--- config.mk ---
export PLATFORM = sky130hd
export DESIGN_NAME = sc_rr_crossbar_slave_port
export DESIGN_NICKNAME = d
export VERILOG_FILES = /design/src/rtl/sc_rr_crossbar_slave_port.sv
export SDC_FILE = /design/constraint.sdc
export NUM_CORES = 1
export LEC_CHECK = 0
export BUFFER_PORTS_ARGS = -buffer_cell sky130_fd_sc_hd__buf_2
export CAP_MARGIN = 10
export CORE_AREA = 2 2 106 108
export CTS_BUF_LIST = sky130_fd_sc_hd__clkbuf_2
export DETAILED_ROUTE_END_ITERATION = 12
export DIE_AREA = 0 0 108 110
export PLACE_DENSITY = 0.9
export SYNTH_ARGS = -nofsm -noshare
export SYNTH_HDL_FRONTEND = slang
export SYNTH_SLANG_ARGS = --single-unit
--- constraint.sdc ---
create_clock -name i_clk -period 3.2 [get_ports i_clk]
set_input_delay 0.32 -clock i_clk [delete_from_list [all_inputs] [get_ports i_clk]]
set_output_delay 0.32 -clock i_clk [all_outputs]
set_load 0.02 [all_outputs]
--- src/rtl/sc_rr_crossbar_slave_port.sv ---
// Slave-side transaction stage behind the 2-master round-robin arbiter.
// Latches the granted command, runs the slave req/ack handshake with a watchdog, and routes completion back.
//
// state | meaning
// IDLE  | waiting for a one-hot grant
// BUSY  | o_sl_req high, waiting for slave ack, watchdog running
// DONE  | completion sent, waiting for the arbiter to drop its grant
module sc_rr_crossbar_slave_port #(
    parameter int AW     = 32,
    parameter int DW     = 32,
    parameter int TO_CYC = 16
) (
    input  logic          i_clk,
    input  logic          i_resetb,
    input  logic [1:0]    i_ms_en,
    input  logic [AW-1:0] i_m0_addr,
    input  logic [DW-1:0] i_m0_wdata,
    input  logic          i_m0_we,
    input  logic [AW-1:0] i_m1_addr,
    input  logic [DW-1:0] i_m1_wdata,
    input  logic          i_m1_we,
    output logic          o_sl_req,
    output logic [AW-1:0] o_sl_addr,
    output logic [DW-1:0] o_sl_wdata,
    output logic          o_sl_we,
    input  logic          i_sl_ack,
    input  logic [DW-1:0] i_sl_rdata,
    output logic          o_m0_ack,
    output logic          o_m1_ack,
    output logic          o_m0_err,
    output logic          o_m1_err,
    output logic [DW-1:0] o_ms_rdata,
    output logic          o_arb_ack
);

    localparam int WDW = (TO_CYC > 2) ? $clog2(TO_CYC) : 1;
    localparam logic [WDW-1:0] WD_LIM = WDW'(TO_CYC - 1);

    typedef enum logic [1:0] {IDLE, BUSY, DONE} state_t;

    state_t        state_q, state_d;
    logic          owner_q, owner_d;
    logic [WDW-1:0] wd_q, wd_d;
    logic          req_q, req_d;
    logic [AW-1:0] addr_q, addr_d;
    logic [DW-1:0] wdata_q, wdata_d;
    logic          we_q, we_d;
    logic          m0_ack_q, m0_ack_d;
    logic          m1_ack_q, m1_ack_d;
    logic          m0_err_q, m0_err_d;
    logic          m1_err_q, m1_err_d;
    logic [DW-1:0] rdata_q, rdata_d;
    logic          arb_ack_q, arb_ack_d;

    logic [1:0]    owner_en;
    logic          timeout;

    assign owner_en = owner_q ? 2'b10 : 2'b01;
    assign timeout  = (wd_q == WD_LIM);

    always_comb begin
        state_d   = state_q;
        owner_d   = owner_q;
        wd_d      = wd_q;
        req_d     = req_q;
        addr_d    = addr_q;
        wdata_d   = wdata_q;
        we_d      = we_q;
        rdata_d   = rdata_q;
        m0_ack_d  = 1'b0;
        m1_ack_d  = 1'b0;
        m0_err_d  = 1'b0;
        m1_err_d  = 1'b0;
        arb_ack_d = 1'b0;
        case (state_q)
            IDLE: begin
                if (i_ms_en == 2'b01 || i_ms_en == 2'b10) begin
                    owner_d = i_ms_en[1];
                    addr_d  = i_ms_en[1] ? i_m1_addr  : i_m0_addr;
                    wdata_d = i_ms_en[1] ? i_m1_wdata : i_m0_wdata;
                    we_d    = i_ms_en[1] ? i_m1_we    : i_m0_we;
                    req_d   = 1'b1;
                    wd_d    = '0;
                    state_d = BUSY;
                end
            end
            BUSY: begin
                // Losing the grant abandons the transfer silently; a late slave ack lands in IDLE and is dropped.
                if (i_ms_en != owner_en) begin
                    req_d   = 1'b0;
                    state_d = IDLE;
                end else if (i_sl_ack || timeout) begin
                    req_d     = 1'b0;
                    arb_ack_d = 1'b1;
                    m0_ack_d  = ~owner_q;
                    m1_ack_d  = owner_q;
                    m0_err_d  = ~owner_q & ~i_sl_ack;
                    m1_err_d  = owner_q & ~i_sl_ack;
                    rdata_d   = (i_sl_ack && !we_q) ? i_sl_rdata : '0;
                    state_d   = DONE;
                end else if (wd_q != WD_LIM) begin
                    wd_d = wd_q + 1'b1;
                end
            end
            DONE: begin
                // The arbiter still shows the old grant for a cycle after ack; wait for it to clear.
                if (i_ms_en == 2'b00) begin
                    state_d = IDLE;
                end
            end
            default: state_d = IDLE;
        endcase
    end

    always_ff @(posedge i_clk or negedge i_resetb) begin
        if (!i_resetb) begin
            state_q   <= IDLE;
            owner_q   <= 1'b0;
            wd_q      <= '0;
            req_q     <= 1'b0;
            addr_q    <= '0;
            wdata_q   <= '0;
            we_q      <= 1'b0;
            rdata_q   <= '0;
            m0_ack_q  <= 1'b0;
            m1_ack_q  <= 1'b0;
            m0_err_q  <= 1'b0;
            m1_err_q  <= 1'b0;
            arb_ack_q <= 1'b0;
        end else begin
            state_q   <= state_d;
            owner_q   <= owner_d;
            wd_q      <= wd_d;
            req_q     <= req_d;
            addr_q    <= addr_d;
            wdata_q   <= wdata_d;
            we_q      <= we_d;
            rdata_q   <= rdata_d;
            m0_ack_q  <= m0_ack_d;
            m1_ack_q  <= m1_ack_d;
            m0_err_q  <= m0_err_d;
            m1_err_q  <= m1_err_d;
            arb_ack_q <= arb_ack_d;
        end
    end

    assign o_sl_req   = req_q;
    assign o_sl_addr  = addr_q;
    assign o_sl_wdata = wdata_q;
    assign o_sl_we    = we_q;
    assign o_m0_ack   = m0_ack_q;
    assign o_m1_ack   = m1_ack_q;
    assign o_m0_err   = m0_err_q;
    assign o_m1_err   = m1_err_q;
    assign o_ms_rdata = rdata_q;
    assign o_arb_ack  = arb_ack_q;

endmodule

==> reports/metrics.cfg, run 1 <==
[routing]
via_per_inst=5.02
wl_um=15500
wl_per_cell_um=15.8
first_pass_iters=7
drtAntennaViolNets=0
drtIter0Drc=318
drc=0
vias=4935

[cells_and_area]
final_nets=1006
drive_gt1_frac=0.349
seqCellArea_um2=2750
fillers=713
syn_to_final_growth_pct=55.2
multi_input_area_um2=1900
final_util=0.697

[die]
die_height_um=110
die_area_um2=11900
start_util=0.449
core-area_um2=10700
io_pins=270
dieWidth_um=108
rows=38

[synth]
post-synth-top-count-cell=nand2_1
netlist_top_cells_area=dfrtp_1, mux2i_1, nand2_1, o21ai_0, buf_2
yosys.area.top_type=dfrtp_1
synth_edf_count=0
synthTopCellsByCount=nand2_1, dfrtp_1, o21ai_0
syn-cell-area_um2=4810
synth_flop_cell=dfrtp_1
synth_cells=476
yosysWarningCount=0
syn_nets=645
synth_top_area_share=0.573
syn_avg_cell_area_um2=10.1
async_flop_share=1.00
synth.distinct_cells=28
yosysSeqAreaShare=0.573
ys_ff_latch=110

[timing]
finClkSkew_ns=0.0502
relSlewSlack=0.482
worst_slew_pin_slew_ns=0.777
period_minus_slack_ns=1.96
report.final.hold_viol_count=0
fin_ws_ns=1.24
tns_ns=0
fin_crit_sh=0.612
finalSetupViolCount=0
rsz0062_at_grt=false
max_freq_mhz=511
slew_viol_final=0

[placement]
post-place-ws_ns=0.975
place.gp.congestion=0.790
io_buffers=269
hpwl_um=9090

[pwr]
power_density_nw_per_um2=684
p_leak_nw=3.99
ir_worst_vdd_mv=0.429

[critical_path]
cp-start-kind=register
cp.arrival_ns=2.39
crit_type=register to register
required_ns=3.64
cp_max_fo=70
endpoint_kind=register

[grt]
antenna_found_initial=0
grt_usage=0.262
grt_pass1_vias=5062
grt-ovfl-total=0
grt_pass1_wl_um=24200
grt_max_degree=73

[clock_tree]
clkSlewWorstSetupHoldPaths_ns=0.29
cts_tree=yes
h-tree-depth=3
clock_sinks=110
clock-root-buffer=clkbuf_2
clockBufferDepth=2
post_cts_buffers=0
cts_buffers=9
clk_latency_ns=0.59
cts_resized=0

[run]
drv_cap=0

[run_status]
status=finished, final reports clean

[worst_hold_path]
hp-class=input port to register

-- sequential cells by signal, summed over array words and instances (netlist names), 2 cells and up --
signal,count
state_q,2
wd_q,4
o_sl_addr,32
o_ms_rdata,32
o_sl_wdata,32
-- report_power, final --
| part | switching (W) | internal, W | total (W) |
|---|---|---|---|
| logic | 0.00148 | 0.000795 | 0.00227 |
| registers | 0.000316 | 0.00190 | 0.00222 |
| clock network | 0.000483 | 0.000124 | 0.000608 |
| total | 0.00228 | 0.00282 | 0.00510 |
-- cells in the final DEF, fill, tap and decap left out, drive strengths merged --
cell type,netlist,final
buf,19,274
nand2,133,133
dfrtp,110,110
dlygate4sd3,0,109
o21ai,101,101
mux2i,67,67
inv,6,11
clkbuf,14,9
nor2,3,3
nand2b,3,3
nor3,2,2
nand3,2,2
ha,2,2
nor2b,2,2
o221ai,2,2
clkinv,0,2
diode,0,1
and3,1,1
and3b,1,1
nor3b,1,1
a31oi,1,1
or4b,1,1
or2,1,1
and2,1,1
o211ai,1,1
o311ai,1,1
a21o,1,1
-- final timing paths --
path	cells past startpoint	from	endpoint	slack, ns
min reg2reg	2	o_sl_wdata[26]	o_sl_wdata[26]	0.51
max reg2reg	5	wd_q[0]	o_ms_rdata[13]	1.24
min in group asynchronous	2	i_resetb	o_ms_rdata[1]	0.30
max	5	wd_q[0]	o_ms_rdata[13]	1.24
max in group asynchronous	3	i_resetb	o_sl_wdata[17]	2.15
min	3	i_m1_addr[8]	o_sl_addr[8]	0.04
-- per-stage QoR --
step	total power [W]	std cells	hold WS, ns	cell area [um2]
detailed placement	0.00433	857	0.446	6260
finish	0.00510	983	0.0402	7460
CTS	0.00505	981	0.000164	7450
global route	0.00545	982	0.000610	7460
floorplan	0.00346	476	0.0244	4810
global placement	0.00426	857	0.444	6260
-- critical path, cell delays in order (launching register included) --
cell and delay [ns]:
dfrtp_1 0.48, ha_1 0.26, and3_1 0.18, o221ai_4 0.16
buf_4 0.52, o21ai_0 0.26
-- final cells by class --
class | count | area share
Tap cell | 140 | 0.0235
Multi-Input combinational cell | 327 | 0.254
Sequential cell | 110 | 0.369
Clock buffer | 9 | 0.00604
Antenna cell | 1 | 0.000335
Timing Repair Buffer | 383 | 0.336
Inverter | 6 | 0.00302
Clock inverter | 7 | 0.00822
-- layer usage --
layer | global-route usage | up-vias | share of wire
met2 | 0.462 | 270 | 0.49
met1 | 0.294 | 2286 | 0.37
met5 | 0 | - | 0
met3 | 0.0729 | 57 | 0.090
li1 | - | 2322 | -
met4 | 0.125 | 0 | 0.043
-- cells by family after synthesis --
logic type	share of synthesized area
adder cells (fa/ha/maj)	0.00521
buffers and inverters	0.0372
AO/OA/AOI/OAI	0.118
multiplexers	0.140
AND/OR/NAND/NOR	0.127
flip-flops	0.573
-- timing repair --
action | in CTS | in global routing
endpoints found under the hold margin | 133 | 1
endpoints found under the setup margin | 0 | 0
hold buffers | 108 | 1
No activity file was read; power rests on OpenSTA's default activity.
==> run 2, diff against run 1 <==
--- a/config.mk
+++ b/config.mk
@@ -5,13 +5,14 @@
 export SDC_FILE = /design/constraint.sdc
 export NUM_CORES = 1
 export LEC_CHECK = 0
+export ABC_AREA = 1
 export BUFFER_PORTS_ARGS = -buffer_cell sky130_fd_sc_hd__buf_2
 export CAP_MARGIN = 10
-export CORE_AREA = 2 2 106 108
+export CORE_MARGIN = 2
+export CORE_UTILIZATION = 42
 export CTS_BUF_LIST = sky130_fd_sc_hd__clkbuf_2
 export DETAILED_ROUTE_END_ITERATION = 12
-export DIE_AREA = 0 0 108 110
-export PLACE_DENSITY = 0.9
+export PLACE_DENSITY = 0.88
 export SYNTH_ARGS = -nofsm -noshare
 export SYNTH_HDL_FRONTEND = slang
 export SYNTH_SLANG_ARGS = --single-unit
==> constraint.sdc (replaced) <==
create_clock -name i_clk -period 1.73 [get_ports i_clk]
set_input_delay 0.173 -clock i_clk [delete_from_list [all_inputs] [get_ports i_clk]]
set_output_delay 0.173 -clock i_clk [all_outputs]
set_load 0.02 [all_outputs]
==> reports/metrics.cfg, run 2 <==
[critical_path]
critPathMostFrequentCell=nor2_1
crit_path_top_delay_cell=dfrtp_1
cp_max_fo=60  ; -14%
crit_type=register to register
critPathMaxStageDelay_ns=0.48  ; -0.04 ns
cp-start-kind=register
reg2reg_slack_ns=0.11  ; -1.14 ns
required_ns=2.29  ; -1.35 ns
cp.arrival_ns=2.19  ; -0.20 ns
worstPathCellList=nor2_1, nand2_2, inv_6, buf_16, nor2_1, a31oi_1
endpoint_kind=register

[synth]
synth_flop_cell=dfrtp_1
netlist_top_cells_area=dfrtp_1, nand2_1, a31oi_1, o21ai_2, nor2_1
syn_nets=733  ; +14%
post-synth-top-count-cell=nand2_1
synth_top_area_share=0.545  ; -0.0279
async_flop_share=1.00  ; unchanged
yosys.area.top_type=dfrtp_1
syn_avg_cell_area_um2=8.96  ; -11%
synth_cells=564  ; +18%
yosysSeqAreaShare=0.545  ; -0.0279
ys_ff_latch=110  ; unchanged
synth.distinct_cells=23  ; -18%
syn-cell-area_um2=5050  ; +5.1%
synthTopCellsByCount=nand2_1, dfrtp_1, nor2_1
yosysWarningCount=0  ; unchanged
synth_edf_count=0  ; unchanged

[clock_tree]
clock_sinks=110  ; unchanged
clock-root-buffer=clkbuf_2
clk_latency_ns=0.64  ; +0.05 ns
post_cts_buffers=0  ; unchanged
h-tree-depth=3  ; unchanged
cts_tree=yes
clkSlewWorstSetupHoldPaths_ns=0.29  ; about the same
cts_buffers=9  ; unchanged
clockBufferDepth=2  ; unchanged

[timing]
slew_viol_final=0  ; unchanged
max_freq_mhz=616  ; +21%
hold_slack_ns=0.272  ; +0.232 ns
finalSetupViolCount=0  ; unchanged
relSlewSlack=0.507  ; +0.0250
worst_slew_pin_slew_ns=0.740  ; -0.0375 ns
report.final.hold_viol_count=0  ; unchanged
period_minus_slack_ns=1.62  ; -0.334 ns
rsz0062_at_grt=false
finClkSkew_ns=0.0273  ; -0.0229 ns
fin_crit_sh=0.938  ; +0.327
tns_ns=0  ; unchanged

[grt]
grt_pass1_vias=6210  ; +23%
antenna_found_initial=0  ; unchanged
top_usage_layer=met2
grt-ovfl-total=0  ; unchanged
use_met2=0.525  ; +0.0627
gr-usage-met1=0.359  ; +0.0651
gr-usage-met3=0.0946  ; +0.0217
grt_usage=0.320  ; +0.0579
grt_max_degree=66  ; -9.6%
grt_pass1_wl_um=31800  ; +32%

[routing]
via_per_inst=5.37  ; +7.0%
vias=6132  ; +24%
drtAntennaViolNets=0  ; unchanged
wl_um=21000  ; +36%
first_pass_iters=6  ; -1
wl_per_cell_um=18.4  ; +17%
drtIter0Drc=554  ; +74%
drc=0  ; unchanged

[pwr]
ir_worst_vdd_mv=0.907  ; +110%
clock_power_share=0.099  ; -0.020
p_comb_frac=0.515  ; +0.069
seqPwrFrac=0.386  ; -0.049
power_switching_w=0.00559  ; +150%
power.internal_w=0.00621  ; +120%
p_sw_frac=0.474  ; +0.0268
p_leak_nw=4.13  ; +3.6%
power_density_nw_per_um2=1420  ; +110%

[cells_and_area]
fillers=756  ; +6.0%
layout_commonest_cell=buf_2
syn_to_final_growth_pct=64.5
final_cell_mix=buf_2, nand2_1, dlygate4sd3_1
multi_input_area_um2=2010  ; +6.3%
drive_gt1_frac=0.380  ; +0.0305
final_nets=1159  ; +15%
seqCellArea_um2=2750  ; unchanged

[die]
die_area_um2=12900  ; +8.8%
dieWidth_um=114  ; +5.3%
rows=40  ; +5.3%
io_pins=270  ; unchanged
die_height_um=114  ; +3.3%
core-area_um2=11900  ; +11%
start_util=0.426  ; -0.0233

[placement]
io_buffers=269  ; unchanged
place.gp.congestion=0.808  ; +2.3%
hpwl_um=10400  ; +14%

[run]
drv_cap=0  ; unchanged

[worst_hold_path]
hp-class=input port to register

[run_status]
status=finished, final reports clean

-- run 2: power groups by stage --
stage | combinational (W) | clock, W | sequential, W
2_1_floorplan | 0.00213 | 0 | 0.00585
3_3_place_gp | 0.00531 | 0 | 0.00447
3_5_place_dp | 0.00543 | 0 | 0.00452
4_1_cts | 0.00573 | 0.00118 | 0.00445
5_1_grt | 0.00643 | 0.00129 | 0.00466
6_report | 0.00607 | 0.00117 | 0.00456
-- run 2: final timing paths --
kind                            cells after the start             end           start
worst max-delay path                                6    o_sl_addr[8]      state_q[1]
worst min-delay path                                3        o_m1_err        i_sl_ack
worst max register to register                      6    o_sl_addr[8]      state_q[1]
worst min register to register                      2  o_ms_rdata[28]  o_ms_rdata[28]
max in group asynchronous                           4   o_sl_addr[24]        i_resetb
min in group asynchronous                           4  o_ms_rdata[27]        i_resetb
-- run 2: logic make-up after synthesis --
| logic type | after synthesis | synth area share |
|---|---|---|
| AND/OR/NAND/NOR | 305 | 0.256 |
| flip-flops | 110 | 0.545 |
| AO/OA/AOI/OAI | 99 | 0.138 |
| buffers and inverters | 48 | 0.0565 |
| adder cells (fa/ha/maj) | 2 | 0.00495 |
-- run 2: metrics by stage --
stage               area, um2  std cells  utilization  total power [W]  setup WS (ns)
global route             8310       1140        0.701           0.0124        0.00945
finish                   8310       1141        0.701           0.0118          0.107
floorplan                5050        564            -          0.00798          0.288
global placement         6510        958        0.549          0.00977          0.223
CTS                      8300       1140        0.700           0.0114          0.136
detailed placement       6510        958        0.549          0.00995          0.149
-- run 2: routing by layer --
layer | share of wire | wire length, um
met2 | 0.47 | 9860
met4 | 0.066 | 1390
met5 | 0.0016 | 34
met1 | 0.35 | 7420
met3 | 0.11 | 2300
-- run 2: final cells by class --
cell class,count,share of cell area
repair buffers,453,0.387
flip-flops and latches,110,0.331
multi-input cells,406,0.242
well taps,147,0.0221
clock inverters,5,0.00632
clock buffers,9,0.00542
inverters,10,0.00512
diodes,1,0.000301
-- run 2: critical path: cells and delay by family (launching register included) --
kind,cells,cell delay [ns]
compound gates,1,0.25
simple gates,3,0.38
buf+inv,2,0.44
flops,1,0.48
-- run 2: timing repair --
action	4_1_cts	5_1_grt
endpoints found under the setup margin	0	2
endpoints found under the hold margin	215	0
hold buffers	168	0
gates resized for setup	0	2
==> run 3, diff against run 2 <==
--- a/config.mk
+++ b/config.mk
@@ -9,10 +9,10 @@
 export BUFFER_PORTS_ARGS = -buffer_cell sky130_fd_sc_hd__buf_2
 export CAP_MARGIN = 10
 export CORE_MARGIN = 2
-export CORE_UTILIZATION = 42
+export CORE_UTILIZATION = 50
 export CTS_BUF_LIST = sky130_fd_sc_hd__clkbuf_2
 export DETAILED_ROUTE_END_ITERATION = 12
-export PLACE_DENSITY = 0.88
+export PLACE_DENSITY = 0.95
 export SYNTH_ARGS = -nofsm -noshare
 export SYNTH_HDL_FRONTEND = slang
 export SYNTH_SLANG_ARGS = --single-unit
==> constraint.sdc (replaced) <==
create_clock -name i_clk -period 2.05 [get_ports i_clk]
set_input_delay 0.205 -clock i_clk [delete_from_list [all_inputs] [get_ports i_clk]]
set_output_delay 0.205 -clock i_clk [all_outputs]
set_load 0.02 [all_outputs]
==> reports/metrics.cfg, run 3 (same netlist as run 2, synthesis figures left out) <==
[grt]
grt_pass1_vias=6498  ; +4.6%
grt-ovfl-total=0  ; unchanged
grt_max_degree=69  ; +4.5%
antenna_found_initial=2  ; +2
grt_usage=0.410  ; +0.0908
grt_pass1_wl_um=34800  ; +9.6%

[placement]
place_area_um2=6490  ; -0.33%
io_buffers=269  ; unchanged
hpwl_um=10900  ; +5.2%
place.gp.congestion=0.873  ; +8.1%
post-place-ws_ns=0.227  ; +0.0784 ns

[critical_path]
rr_startpoint=state_q[1]
required_ns=2.54  ; +0.25 ns
cp-start-kind=register
r2r-end=o_sl_wdata[7]
endpoint_kind=register
cp.arrival_ns=2.54  ; +0.35 ns
crit_type=register to register
reg2reg_slack_ns=-0.003  ; -0.11 ns
r2r_cells=7  ; +1
cp_max_fo=34  ; -43%

[timing]
finalSetupViolCount=1  ; +1
hold_slack_ns=-0.0109  ; -0.283 ns
slew_viol_final=0  ; unchanged
max_freq_mhz=487  ; -21%
relSlewSlack=0.524  ; +0.0173
period_minus_slack_ns=2.05  ; +0.429 ns
report.final.hold_viol_count=1  ; +1
finClkSkew_ns=0.0392  ; +0.0119 ns
fin_ws_ns=-0.00278  ; -0.109 ns
worst_slew_pin_slew_ns=0.714  ; -0.0260 ns
fin_crit_sh=1.00  ; +0.0630

[clock_tree]
clockBufferDepth=2  ; unchanged
clk_latency_ns=0.60  ; -0.04 ns
clkSlewWorstSetupHoldPaths_ns=0.31  ; +0.02 ns
clock-root-buffer=clkbuf_2
clock_sinks=110  ; unchanged
cts_tree=yes
cts_buffers=9  ; unchanged
h-tree-depth=3  ; unchanged

[die]
rows=36  ; -10%
die_height_um=105  ; -8.1%
core-area_um2=9770  ; -18%
die_area_um2=10900  ; -15%
io_pins=270  ; unchanged
dieWidth_um=105  ; -8.1%
start_util=0.517  ; +0.0909

[routing]
vias=6610  ; +7.8%
wl_um=23700  ; +13%
drc=0  ; unchanged
drtIter0Drc=699  ; +26%
first_pass_iters=8  ; +2
wl_per_cell_um=21.0  ; +14%
drtAntennaViolNets=0  ; unchanged
via_per_inst=5.85  ; +8.9%

[cells_and_area]
final_nets=1162  ; +0.26%
fillers=467  ; -38%
final_cell_mix=buf_2, nand2_1, dlygate4sd3_1
layout_commonest_cell=buf_2
drive_gt1_frac=0.387  ; +0.00689
n_antenna_cell=0  ; -1
syn_to_final_growth_pct=65.8
final_area_um2=8380  ; +0.81%

[run_status]
status=finished with violations
violations=negative hold slack, negative setup slack

[worst_hold_path]
whs_endpoint=state_q[1]
hold_depth=4  ; +1
worstHoldStart=i_ms_en[1]
hp-class=input port to register

[pwr]
ir_worst_vdd_mv=0.788  ; -13%
p_leak_nw=4.17  ; +0.80%
power_density_nw_per_um2=1370  ; -3.5%

[run]
drv_cap=0  ; unchanged

-- run 3: changes by cell type in the layout (fill, tap and decap cells not counted), sizes merged --
cell,before,now
buf,286,291
clkinv,3,2
dlymetal6s4s,0,1
diode,1,0
clkinvlp,1,0
clkbuf,9,11
dlygate4sd3,167,163
bufinv,1,2
-- run 3: critical path, stage by stage, from the launching register on --
cell,delay (ns)
dfrtp_1,0.47
nor2_2,0.05
nand2_2,0.15
inv_8,0.08
buf_16,0.18
nor2_1,0.33
a31oi_1,0.08
dlygate4sd3_1,0.58
-- run 3: worst max-delay path by stage --
stage                    start        endpoint  depth (start not counted)
finish              state_q[1]   o_sl_wdata[7]                          7
CTS                 state_q[1]  o_sl_wdata[13]                          7
global route        state_q[0]   o_sl_wdata[7]                          7
global placement       wd_q[0]  o_ms_rdata[11]                          7
floorplan           i_ms_en[1]         o_sl_we                          9
detailed placement     wd_q[0]   o_ms_rdata[9]                          7
-- run 3: layout make-up --
type | count | area, um2 | area share
multi-input cells | 406 | 2020 | 0.241
clock inverters | 4 | 73.8 | 0.00881
inverters | 10 | 45.0 | 0.00538
clock buffers | 10 | 50.0 | 0.00597
repair buffers | 456 | 3270 | 0.390
flip-flops and latches | 110 | 2750 | 0.329
well taps | 133 | 166 | 0.0199
-- run 3: per-stage QoR --
step                      power (W)  TNS [ns]  utilization  std cells
after floorplan             0.00673         0            -        564
final                        0.0115  -0.00278        0.857       1129
after CTS                    0.0105         0        0.844       1120
after global routing         0.0119   -0.0603        0.857       1129
after global placement      0.00821         0        0.664        942
after detailed placement    0.00842         0        0.664        942
-- run 3: power by group --
| part | switching [W] | leakage (nW) | internal, W |
|---|---|---|---|
| Sequential | 0.000837 | 1.34 | 0.00314 |
| Combinational | 0.00376 | 2.75 | 0.00264 |
| Clock | 0.000717 | 0.0778 | 0.000396 |
-- run 3: layer usage --
metal | GRT usage | up-vias | part of all wire
met5 | 0 | - | 0.00059
met4 | 0.292 | 2 | 0.093
met1 | 0.468 | 2998 | 0.33
met3 | 0.105 | 213 | 0.12
li1 | - | 2709 | -
met2 | 0.670 | 688 | 0.46
-- run 3: what timing repair did --
| action | 4_1_cts | 5_1_grt |
|---|---|---|
| setup endpoints to repair | 0 | 47 |
| buffers inserted | 0 | 7 |
| gates resized for setup | 0 | 10 |
| hold buffers | 164 | 0 |
| hold endpoints to repair | 209 | 0 |
